### src/rtl/deserializer_pkg.sv
// Shared sizing constants for the serializer/deserializer pair.
package deserializer_pkg;
    localparam int INPUT_SIZE  = 4;
    localparam int OUTPUT_SIZE = 32;
    localparam int BEATS       = OUTPUT_SIZE / INPUT_SIZE;
    localparam int CNT_W       = $clog2(BEATS);
endpackage

### src/rtl/deserializer_sipo_shift_register.sv
// Serial-in parallel-out collect register; beats enter at the LSB end so the
// first beat of a word migrates to the MSB end.
module sipo_shift_register
    import deserializer_pkg::*;
#(
    parameter int INPUT_SIZE  = deserializer_pkg::INPUT_SIZE,
    parameter int OUTPUT_SIZE = deserializer_pkg::OUTPUT_SIZE
) (
    input  logic                   clk,
    input  logic                   reset,
    input  logic                   shift_en,
    input  logic [INPUT_SIZE-1:0]  data_in,
    output logic [OUTPUT_SIZE-1:0] data_out
);

    always_ff @(posedge clk or posedge reset) begin
        if (reset) begin
            data_out <= '0;
        end else if (shift_en) begin
            data_out <= {data_out[OUTPUT_SIZE-INPUT_SIZE-1:0], data_in};
        end
    end

endmodule

### src/rtl/deserializer.sv
// Assembles serial beats into words with one word of output buffering,
// FIFO backpressure and a sticky overflow flag for dropped words.
module deserializer
    import deserializer_pkg::*;
#(
    parameter int INPUT_SIZE  = deserializer_pkg::INPUT_SIZE,
    parameter int OUTPUT_SIZE = deserializer_pkg::OUTPUT_SIZE
) (
    input  logic                   clk,
    input  logic                   reset,
    input  logic [INPUT_SIZE-1:0]  data_in,
    input  logic                   data_valid,
    input  logic                   fifo_full,
    input  logic                   clear_overflow,
    output logic [OUTPUT_SIZE-1:0] data_out,
    output logic                   write_fifo,
    output logic                   deserializer_idle,
    output logic                   overflow
);

    localparam int NBEATS = OUTPUT_SIZE / INPUT_SIZE;
    localparam int NCNT_W = $clog2(NBEATS);

    logic [NCNT_W-1:0]      counter;
    logic [OUTPUT_SIZE-1:0] collect;
    logic                   pending;
    logic                   last_beat;
    logic                   word_drop;

    sipo_shift_register #(
        .INPUT_SIZE  (INPUT_SIZE),
        .OUTPUT_SIZE (OUTPUT_SIZE)
    ) u_sipo (
        .clk      (clk),
        .reset    (reset),
        .shift_en (data_valid),
        .data_in  (data_in),
        .data_out (collect)
    );

    assign last_beat         = data_valid && (counter == NCNT_W'(NBEATS - 1));
    assign write_fifo        = pending && !fifo_full;
    // A completed word can only land if the buffer is empty or draining now.
    assign word_drop         = last_beat && pending && !write_fifo;
    assign deserializer_idle = (counter == '0) && !pending;

    always_ff @(posedge clk or posedge reset) begin
        if (reset) begin
            counter <= '0;
        end else if (data_valid) begin
            counter <= last_beat ? '0 : counter + NCNT_W'(1);
        end
    end

    always_ff @(posedge clk or posedge reset) begin
        if (reset) begin
            data_out <= '0;
            pending  <= 1'b0;
        end else if (last_beat && !word_drop) begin
            data_out <= {collect[OUTPUT_SIZE-INPUT_SIZE-1:0], data_in};
            pending  <= 1'b1;
        end else if (write_fifo) begin
            pending  <= 1'b0;
        end
    end

    // Set has priority over clear so a same-edge drop is never lost.
    always_ff @(posedge clk or posedge reset) begin
        if (reset) begin
            overflow <= 1'b0;
        end else if (word_drop) begin
            overflow <= 1'b1;
        end else if (clear_overflow) begin
            overflow <= 1'b0;
        end
    end

endmodule

### config.mk
export PLATFORM = sky130hd
export DESIGN_NAME = deserializer
export DESIGN_NICKNAME = d
export VERILOG_FILES = /design/src/rtl/deserializer_pkg.sv /design/src/rtl/deserializer_sipo_shift_register.sv /design/src/rtl/deserializer.sv
export SDC_FILE = /design/constraint.sdc
export NUM_CORES = 1
export LEC_CHECK = 0
export ABC_CLOCK_PERIOD_IN_PS = 2000
export CAP_MARGIN = 40
export CORE_ASPECT_RATIO = 1.4
export CORE_MARGIN = 2
export CORE_UTILIZATION = 47
export CTS_CLUSTER_SIZE = 14
export DETAILED_ROUTE_END_ITERATION = 10
export GPL_TIMING_DRIVEN = 0
export PLACE_DENSITY_LB_ADDON = 0.08
export SLEW_MARGIN = 20
export SYNTH_ARGS = -nofsm -noshare
export SYNTH_HDL_FRONTEND = slang
export SYNTH_SLANG_ARGS = --single-unit
export TNS_END_PERCENT = 20
### constraint.sdc
create_clock -name clk -period 2 [get_ports clk]
set_input_delay 0.4 -clock clk [delete_from_list [all_inputs] [get_ports clk]]
set_output_delay 0.4 -clock clk [all_outputs]
set_load 0.005 [all_outputs]
# Word-level counts from Yosys, hierarchy flattened
# Cells that the tools add are included.
[word_totals]
register_bits = 65
latch_bits = 0
mem_bits_rw = 0
romBits = 0
output_inout_bits = 35
wordCells = 25
memories = 0
[classes]
add_sub_neg = 1
n_mul = 0
n_div = 0
magnitude_cmp = 0
n_eq_ne = 1
shifts = 0
muxes = 5
n_bitwise = 0
reduce_logical = 13
[op_table]
columns = ["op", "count"]
rows = [
  ["$logic_and 1x1->1", 6],
  ["$logic_not 1->1", 4],
  ["$mux 1", 4],
  ["$reduce_bool 2->1", 2],
  ["$add 3x1->3 const B", 1],
  ["$eq 3x3->1 const B", 1],
  ["$logic_not 3->1", 1],
  ["$mux 3", 1],
]

# Logic depth before layout (Yosys ltp)
# Gate-level depths: netlist (run 1).
[logic_depth]
ltp_word = 7
depth_mapped = 5
ltp_nobuf = 5

# By module
# Synthesis (run 1) repeated with hierarchy kept, for this count alone.
[unflattened]
cells_unflattened = 162
hier_area_um2 = 2811.4
[modules_own_cells]
columns = ["module", "instances", "cells_per_inst", "area_per_inst_um2", "seq_area_each_um2"]
rows = [
  ["deserializer", 1, 93, 1462.7, 925.9],
  ["sipo_shift_register", 1, 69, 1348.8, 800.8],
]

# Least setup slack after synthesis (run 1)
# Ideal clock, no wire load.
[synth_path]
kind = "reg2reg"
from = "register counter[0]"
to = "register data_out[0]"
setup_time_ps = 125
arrival_ps = 1380
setup_slack_ps = 495
stages_incl_launch_ff = 6
n_path_buf = 1
path_cell_list = "dfrtp_1 -> ha_1 -> ha_1 -> nand3_4 -> buf_6 -> mux2_4"
[synth_via]
elab_chain_len = 6
[synth_lines]
columns = ["item", "line", "rtl"]
rows = [
  ["from (decl)", "deserializer.sv:24", "logic [NCNT_W-1:0] counter;"],
  ["from (signal assigned)", "deserializer.sv:51", "counter <= last_beat ? '0 : counter + NCNT_W'(1);"],
  ["$eq 3x3->1 *", "deserializer.sv:41", "assign last_beat = data_valid && (counter == NCNT_W'(NBEATS - 1));"],
  ["$logic_and 1x1->1 *", "deserializer.sv:41", ""],
  ["$logic_and 1x1->1 (2 in series)", "deserializer.sv:44", "assign word_drop = last_beat && pending && !write_fifo;"],
  ["$logic_not 1->1", "deserializer.sv:59", "end else if (last_beat && !word_drop) begin"],
  ["$logic_and 1x1->1 *", "deserializer.sv:59", ""],
  ["to (signal assigned)", "deserializer.sv:60", "data_out <= {collect[OUTPUT_SIZE-INPUT_SIZE-1:0], data_in};"],
  ["to (decl)", "deserializer.sv:15", "output logic [OUTPUT_SIZE-1:0] data_out,"],
]
# Mark *: on every way between the ends. The rest lies on a longest branch, timed or not.
# A chain may end at the register's enable or synchronous reset.

# Final worst setup path (run 1)
[layout_path]
from = "input port fifo_full"
to = "output port write_fifo"
[layout_via]
elab_chain_len = 2
[layout_lines]
columns = ["item", "line", "rtl"]
rows = [
  ["from (decl)", "deserializer.sv:13", "input logic fifo_full,"],
  ["$logic_not 1->1", "deserializer.sv:42", "assign write_fifo = pending && !fifo_full;"],
  ["$logic_and 1x1->1", "deserializer.sv:42", ""],
  ["to (decl)", "deserializer.sv:16", "output logic write_fifo,"],
]
# Every way passes these cells.

==> summary by stage, run 1 <==
Finish
The post-synthesis to final-layout area growth is 27.4%. The sequential cells in the finished layout cover a total of 1630 um2. The final-stage net count is 220.

Counting the fill cells in the layout gives 450. The multi-input combinational cells in the finished layout cover a total of 908 um2. In the final layout, the share of cells above drive strength 1 is 0.399.

Summing all non-filler instances in the final layout gives an area of 3320 um2. 0 antenna diodes ended up in the layout.

Pwr
In this run the power density over the cells is 1380 nW/um2. The maximum vdd ir drop is 725 uV. The post-layout total power is 0.00460 W. The total leakage power is 1.58 nW.

Die
From bottom edge to top edge, the die measures 92.2 um. The die extent in x is 67.0 um. In this run the count of I/O pins placed on the die edge is 44. The floorplan has 32 rows. The total die area is 6170 um2. The region available for standard cell placement spans 5450 um2.

The initial utilization of the core area, before any placement, comes to 0.479.

Run
The total of max-cap violations is 0.

STA
Between clock sinks in the finished design, the worst skew comes to 0.00835 ns. At the pin with the least slew margin, the transition time is 0.644 ns. The minimum clock period after layout is 1.86 ns. The final hold violation count is 0. Setup repair after global routing left no endpoint under its margin. For the final routed database, the setup TNS stands at 0 ns. In the finished design, the share of the clock period the worst path needs comes to 0.930. The final number of max-transition violations is 0. Measured against its own limit, the worst slew margin works out to 0.570. The number of failing setup endpoints in the final timing report is 0. Timing would allow up to 0.538 GHz.

Synthesis
Counting flops and latches in the post-synthesis netlist gives 65. Yosys attributes the largest share of cell area to sky130_fd_sc_hd__dfrtp_1 62%, sky130_fd_sc_hd__mux2_4 17%, sky130_fd_sc_hd__mux2_2 13%. The Yosys step of the flow raised 0 warnings.

The summed instance area of the synthesized netlist is 2610 um2. The net count of the mapped netlist is 166. In the synthesized netlist the dominant register cell turns out to be sky130_fd_sc_hd__dfrtp_1. The mean area per synthesized cell is 16.9 um2.

In this run, synthesis inferred 0 flip-flops with an integrated enable. The synthesized design spends more area on one cell type than any other, namely sky130_fd_sc_hd__dfrtp_1. The share of the Yosys chip area taken by registers is 0.623.

By count the netlist is led by 65 x sky130_fd_sc_hd__dfrtp_1, 30 x sky130_fd_sc_hd__mux2_2, 30 x sky130_fd_sc_hd__mux2_4, 5 x sky130_fd_sc_hd__inv_1, 5 x sky130_fd_sc_hd__nand2_1. The synthesized netlist contains 16 unique library cells. The share of synthesized area in the top cell type comes to 0.623. Of all flip-flops after synthesis, the portion carrying an async set or reset was 1.00.

The post-synthesis cell count is 154. Yosys instantiated no cell more often than sky130_fd_sc_hd__dfrtp_1.

Worst setup path
The cell with the largest stage delay on the worst path is sky130_fd_sc_hd__clkdlybuf4s50_1. The critical path required time is 1.60 ns. The startpoint of the most critical register-to-register path is counter[0]. The worst setup path is of the in2out kind.

The signal on the critical path passes through clkdlybuf4s50_1, nor2b_1, clkdlybuf4s50_1. The delay of the slowest cell on the worst path is 0.51 ns. In this run the worst setup path begins at fifo_full.

Counting both buffers and inverters, the worst setup path holds a total of 2. Data arrives at the worst endpoint at 1.46 ns. The endpoint class of the critical path is an output port. The gate family responsible for the most delay along the worst path is buffers and inverters. By instance count, the cell type seen most on the critical path is sky130_fd_sc_hd__clkdlybuf4s50_1. The worst register-to-register path has a setup slack of 0.36 ns. The kind of start point of the critical path is an input port.

The highest fanout seen on the critical path is 2.

Placed design
Routability-driven placement finished with a final weighted congestion of 0.682. The count of buffers added on input and output ports is 42. The placed wire-length estimate after detailed placement is 3.13 mm.

Once placement finished, the instance area stood at 3140 um2.

Clock tree
For the worst-skew pair, the clock arrives at the later sink with an insertion delay of 0.34 ns. Clock-pin slew was measured on the worst setup and hold paths at 0.07 ns. The TritonCTS clock tree is yes. The buffer depth of the longest clock path is 2. The root buffer selected by CTS is sky130_fd_sc_hd__clkbuf_8. The clock drives 65 sinks. The clock buffer count from CTS is 9.

The H-tree depth is 3.

Routing
The DRC violation total after the first TritonRoute iteration is 57. The detailed-route DRC error count is 0. The vias after detailed routing is 1406. The average routed wire per standard cell is 15.9 um.

The number of optimization iterations in the first detailed-route pass is 4. The final antenna-violating net count is 0. The post-detailed-routing wire length is 4.46 mm. The mean number of vias per cell is 5.00.

Global routing
The wire length of the first global-routing pass is 7.38 mm. The initial antenna violation count is 0. For met2 alone, demand over resource in global routing was 0.255. The met1 layer usage reported by global route is 0.204. The overflow left after global routing is 0. The number of global-route vias before repair came to 1477. Entering global routing, the biggest net connects 38 pins.

For met3 alone, demand over resource in global routing was 0.0589. The global routing usage summed across all routing layers is 0.166. The highest-utilization routing layer at the global route stage is met2.

Min path
In this run the most critical hold path is launched from data_valid. The class of the most critical hold timing path is in2reg.

Outcome
The run finished with clean final reports.
==> layout by cell type (no fill, tap or decap), types with 4 or more instances in the layout <==
| cell | Yosys | final |
|---|---|---|
| sky130_fd_sc_hd__mux2_4 | 30 | 30 |
| sky130_fd_sc_hd__mux2_2 | 30 | 30 |
| sky130_fd_sc_hd__dfrtp_1 | 65 | 65 |
| sky130_fd_sc_hd__clkinv_2 | 0 | 4 |
| sky130_fd_sc_hd__inv_1 | 5 | 4 |
| sky130_fd_sc_hd__clkdlybuf4s50_1 | 0 | 41 |
| sky130_fd_sc_hd__clkbuf_8 | 0 | 9 |
| sky130_fd_sc_hd__nand2_1 | 5 | 5 |
==> final timing paths <==
kind / depth (start not counted) / endpoint
max: 3 / write_fifo
min: 2 / u_sipo.data_out[0]
max reg2reg: 5 / data_out[10]
min reg2reg: 1 / data_out[19]
max in group asynchronous: 3 / data_out[10]
min in group asynchronous: 2 / data_out[0]
==> metal layers <==
| metal | vias to the layer above | share of wire |
|---|---|---|
| met5 | - | 0 |
| met4 | 0 | 0.021 |
| met3 | 9 | 0.053 |
| met2 | 40 | 0.52 |
| met1 | 719 | 0.40 |
| li1 | 638 | - |
==> where the power goes <==
part           switching [W]  internal, W
Clock               0.000486     0.000569
Combinational       0.000391      0.00108
Sequential          0.000293      0.00178
Total                0.00117      0.00343
==> kinds of logic (layout without fill, tap and decap cells) <==
family                   count (synthesis)  after routing  share of synthesized area
AND/OR/NAND/NOR                         10             10                     0.0235
AO/OA/AOI/OAI                            4              4                    0.00815
adder cells (fa/ha/maj)                  3              3                     0.0144
multiplexers                            60             60                      0.302
buffers and inverters                   12             71                     0.0288
flip-flops                              65             65                      0.623
==> registers in the layout, indices dropped and copies added, names as in the netlist <==
signal / count
counter: 3
data_out: 32
overflow: 1
pending: 1
u_sipo.data_out: 28
==> final cells by class <==
| class | count | share of cell area |
|---|---|---|
| Timing Repair Buffer | 43 | 0.132 |
| Sequential cell | 65 | 0.489 |
| Clock buffer | 10 | 0.0384 |
| Tap cell | 68 | 0.0256 |
| Buffer | 7 | 0.0169 |
| Multi-Input combinational cell | 77 | 0.273 |
| Inverter | 5 | 0.00677 |
| Clock inverter | 6 | 0.0177 |
==> repair_timing <==
| item | CTS | global route |
|---|---|---|
| setup endpoints to repair | 1 | 0 |
| gates resized for setup | 1 | 0 |
| hold buffers | 0 | 0 |
| endpoints found under the hold margin | 0 | 0 |
| buffers inserted | 0 | 0 |
==> worst reg2reg max path, delay by kind of cell, from the launching register on <==
kind / cells / cell delay [ns]
fa+ha+maj: 2 / 0.46
mux: 1 / 0.32
simple gates: 1 / 0.15
flops: 1 / 0.40
buf+inv: 1 / 0.20
==> stage by stage <==
step | worst slack [ns] | utilization | cells | hold slack [ns]
floorplan | 0.495 | - | 154 | 0.477
global placement | 0.158 | 0.573 | 264 | 0.486
detailed placement | 0.156 | 0.577 | 265 | 0.494
CTS | 0.130 | 0.611 | 281 | 0.414
global route | 0.118 | 0.611 | 281 | 0.416
finish | 0.140 | 0.611 | 281 | 0.429
Power figures use the tool's default switching activity.
==> run 2, diff against run 1 <==
- CORE_ASPECT_RATIO: 1.4 -> 0.5
- PLACE_DENSITY_LB_ADDON: 0.08 -> 0.05
==> summary by stage, run 2 (synthesized netlist as in run 1, its figures left out) <==
STA
At the pin with the least slew margin, the transition time is 0.231 ns. In the finished design, the share of the clock period the worst path needs comes to 0.915. The final hold violation count is 0.

Once routing completed, OpenROAD measured the worst setup slack at 0.170 ns. The number of failing setup endpoints in the final timing report is 0. The final number of max-transition violations is 0.

The worst max-slew margin expressed relative to the limit is 0.846. Across the routed clock network, the largest skew measured is 0.00729 ns. The minimum hold slack is 0.343 ns. Setup repair after global routing left no endpoint under its margin. The highest clock frequency the design can meet is 0.547 GHz. After layout, the minimum clock period comes to 1.83 ns. The final-layout setup total negative slack is 0 ns.

Global routing
The global routing usage summed across all routing layers is 0.154. The first global-routing pass estimated 7.00 mm of wire. Entering global routing, the biggest net connects 35 pins. The number of global-route vias before repair is 1383.

The initial antenna violation count is 0. The overflow left after global routing is 0.

Die
For this configuration, the core starts out at a cell density of 0.482. The y dimension of the die is 56.7 um. The row count is 19.

The die is 109 um wide. The total area inside the core boundary comes to 5420 um2. The number of ports placed on the die boundary is 44. The total die area is 6200 um2.

Worst setup path
The critical path is of the in2out type. The endpoint of the most critical register-to-register path is data_out[11]. The critical path required time is 1.60 ns.

The data arrival at the endpoint of the critical path is 1.43 ns. The highest fanout seen on the critical path is 2. The number of cells traversed by the worst register-to-register path is 5. The startpoint of the most critical register-to-register path is counter[0]. The endpoint class of the critical path is an output port. Setup slack on the worst reg-to-reg path comes out at 0.37 ns. The kind of start point of the critical path is an input port.

Clock tree
The H-tree depth is 3. The clock passes through at most 2 buffers. After clock tree synthesis, the clock-pin slew on the worst setup and hold paths is 0.06 ns. The number of clock buffers added by TritonCTS is 9. CTS saw 65 sinks.

The tree is rooted in a sky130_fd_sc_hd__clkbuf_8. The insertion delay of the later-clocked pin in the worst-skew pair is 0.33 ns. TritonCTS built the clock tree.

The buffers inserted during post-CTS setup optimization is 0.

Placed design
Detailed placement finished with a half-perimeter wire length of 2.75 mm. During placement, the flow inserted port buffers numbering 42. Once placement finished, the instance area stood at 3150 um2. The global placer's final weighted congestion is 0.666. The setup slack after placement is 0.163 ns.

Finish
The post-layout utilization of the core is 0.620. The repair_antennas step left the layout with diodes totalling 0. The multi-input combinational cells in the finished layout cover a total of 908 um2. The layout cell share with drive strength beyond 1 is 0.399. In the final layout, the registers with the most flip-flops are data_out x32, u_sipo.data_out x28, counter x3. The most common library cell in the layout ignoring fill and taps is sky130_fd_sc_hd__dfrtp_1. In the final design database the tool counted 221 nets. The count of filler cells inserted in the layout is 438. In the final layout, flip-flops and latches occupy 1630 um2. The number of flip-flops under the largest register name is 32. The top cell types in the final layout, fill and taps aside, are 65 x sky130_fd_sc_hd__dfrtp_1, 41 x sky130_fd_sc_hd__clkdlybuf4s50_1, 30 x sky130_fd_sc_hd__mux2_2, 30 x sky130_fd_sc_hd__mux2_4, 11 x sky130_fd_sc_hd__clkbuf_8. From synthesis to final layout, the design area changed by 28.7%.

The register with the highest flop count is data_out. Summing all non-filler instances in the final layout gives an area of 3360 um2.

Routing
For this run, design rule violations remaining after detail routing come to 0. The number of optimization iterations in the first detailed-route pass is 4. The mean number of vias per cell is 4.94. After the first detailed-routing iteration, the DRC count stood at 60.

After detailed routing, the average wire length per cell comes to 14.3 um. Wires add up to 4.10 mm. The final antenna-violating net count is 0. The final route contains 1414 vias.

Min path
The tightest min-delay check is of the in2async type.

Outcome
The run finished with clean final reports.

Pwr
The analysis attributes to cell leakage a power of 1.59 nW. The share of total power dissipated in sequential elements is 0.449. The fraction of power spent switching nets is 0.242. The share of total power dissipated in combinational logic is 0.314. The analysis attributes to net switching a power of 0.00111 W.

The areal power density over the cells is 1370 nW/um2. Across the VDD grid, the largest voltage drop is 597 uV. Internal power comes to 0.00350 W. The portion of total power attributed to the clock network is 0.237.

Run
Across the run, the number of max-cap violations was 0.
run 2: cell count changes in the layout (fill, tap and decap cells not counted), sizes merged:
| cell | delta |
|---|---|
| clkinv | -3 |
| clkbuf | +2 |
| buf | +1 |
run 2: routing by layer:
metal  global-route usage  wire, um  up-vias
met5                    0         0        -
met2                0.203      1770       36
met3               0.0697       242        4
met4               0.0597        34        0
li1                     -         -      652
met1                0.219      2060      722
run 2: what timing repair did:
| action | 4_1_cts | 5_1_grt |
|---|---|---|
| resized for setup | 1 | 0 |
| endpoints found under the setup margin | 1 | 0 |
| hold buffers | 0 | 0 |
run 2: cell type report:
type,instances,area share
clock buffers,12,0.0462
multi-input cells,77,0.270
well taps,73,0.0272
repair buffers,44,0.137
plain buffers,7,0.0168
flip-flops and latches,65,0.484
inverters,5,0.00670
clock inverters,3,0.0119
run 2: power groups by stage:
stage | clock (W) | combinational [W] | sequential [W]
floorplan | 0 | 0.000726 | 0.00206
global placement | 0 | 0.00144 | 0.00207
detailed placement | 0 | 0.00147 | 0.00209
CTS | 0.00113 | 0.00147 | 0.00208
global route | 0.00119 | 0.00158 | 0.00214
finish | 0.00109 | 0.00145 | 0.00207
run 2: critical path, stage by stage:
cell and delay, ns:
sky130_fd_sc_hd__clkdlybuf4s50_1 0.42, sky130_fd_sc_hd__nor2b_1 0.11, sky130_fd_sc_hd__clkdlybuf4s50_1 0.50
run 2: through the flow:
| stage | total power, W | std cells |
|---|---|---|
| after CTS | 0.00467 | 285 |
| after detailed placement | 0.00356 | 270 |
| final | 0.00461 | 286 |
| after global routing | 0.00490 | 286 |
| after global placement | 0.00351 | 269 |
| after floorplan | 0.00278 | 154 |
run 2: worst max-delay path by stage:
stage               start  slack (ns)  cells past startpoint           to
6_report        fifo_full        0.17                      3   write_fifo
5_1_grt         fifo_full        0.12                      3   write_fifo
4_1_cts         fifo_full        0.16                      3   write_fifo
3_5_place_dp    fifo_full        0.16                      3   write_fifo
3_3_place_gp        reset        0.11                      2  data_out[0]
2_1_floorplan  counter[0]        0.49                      5  data_out[0]
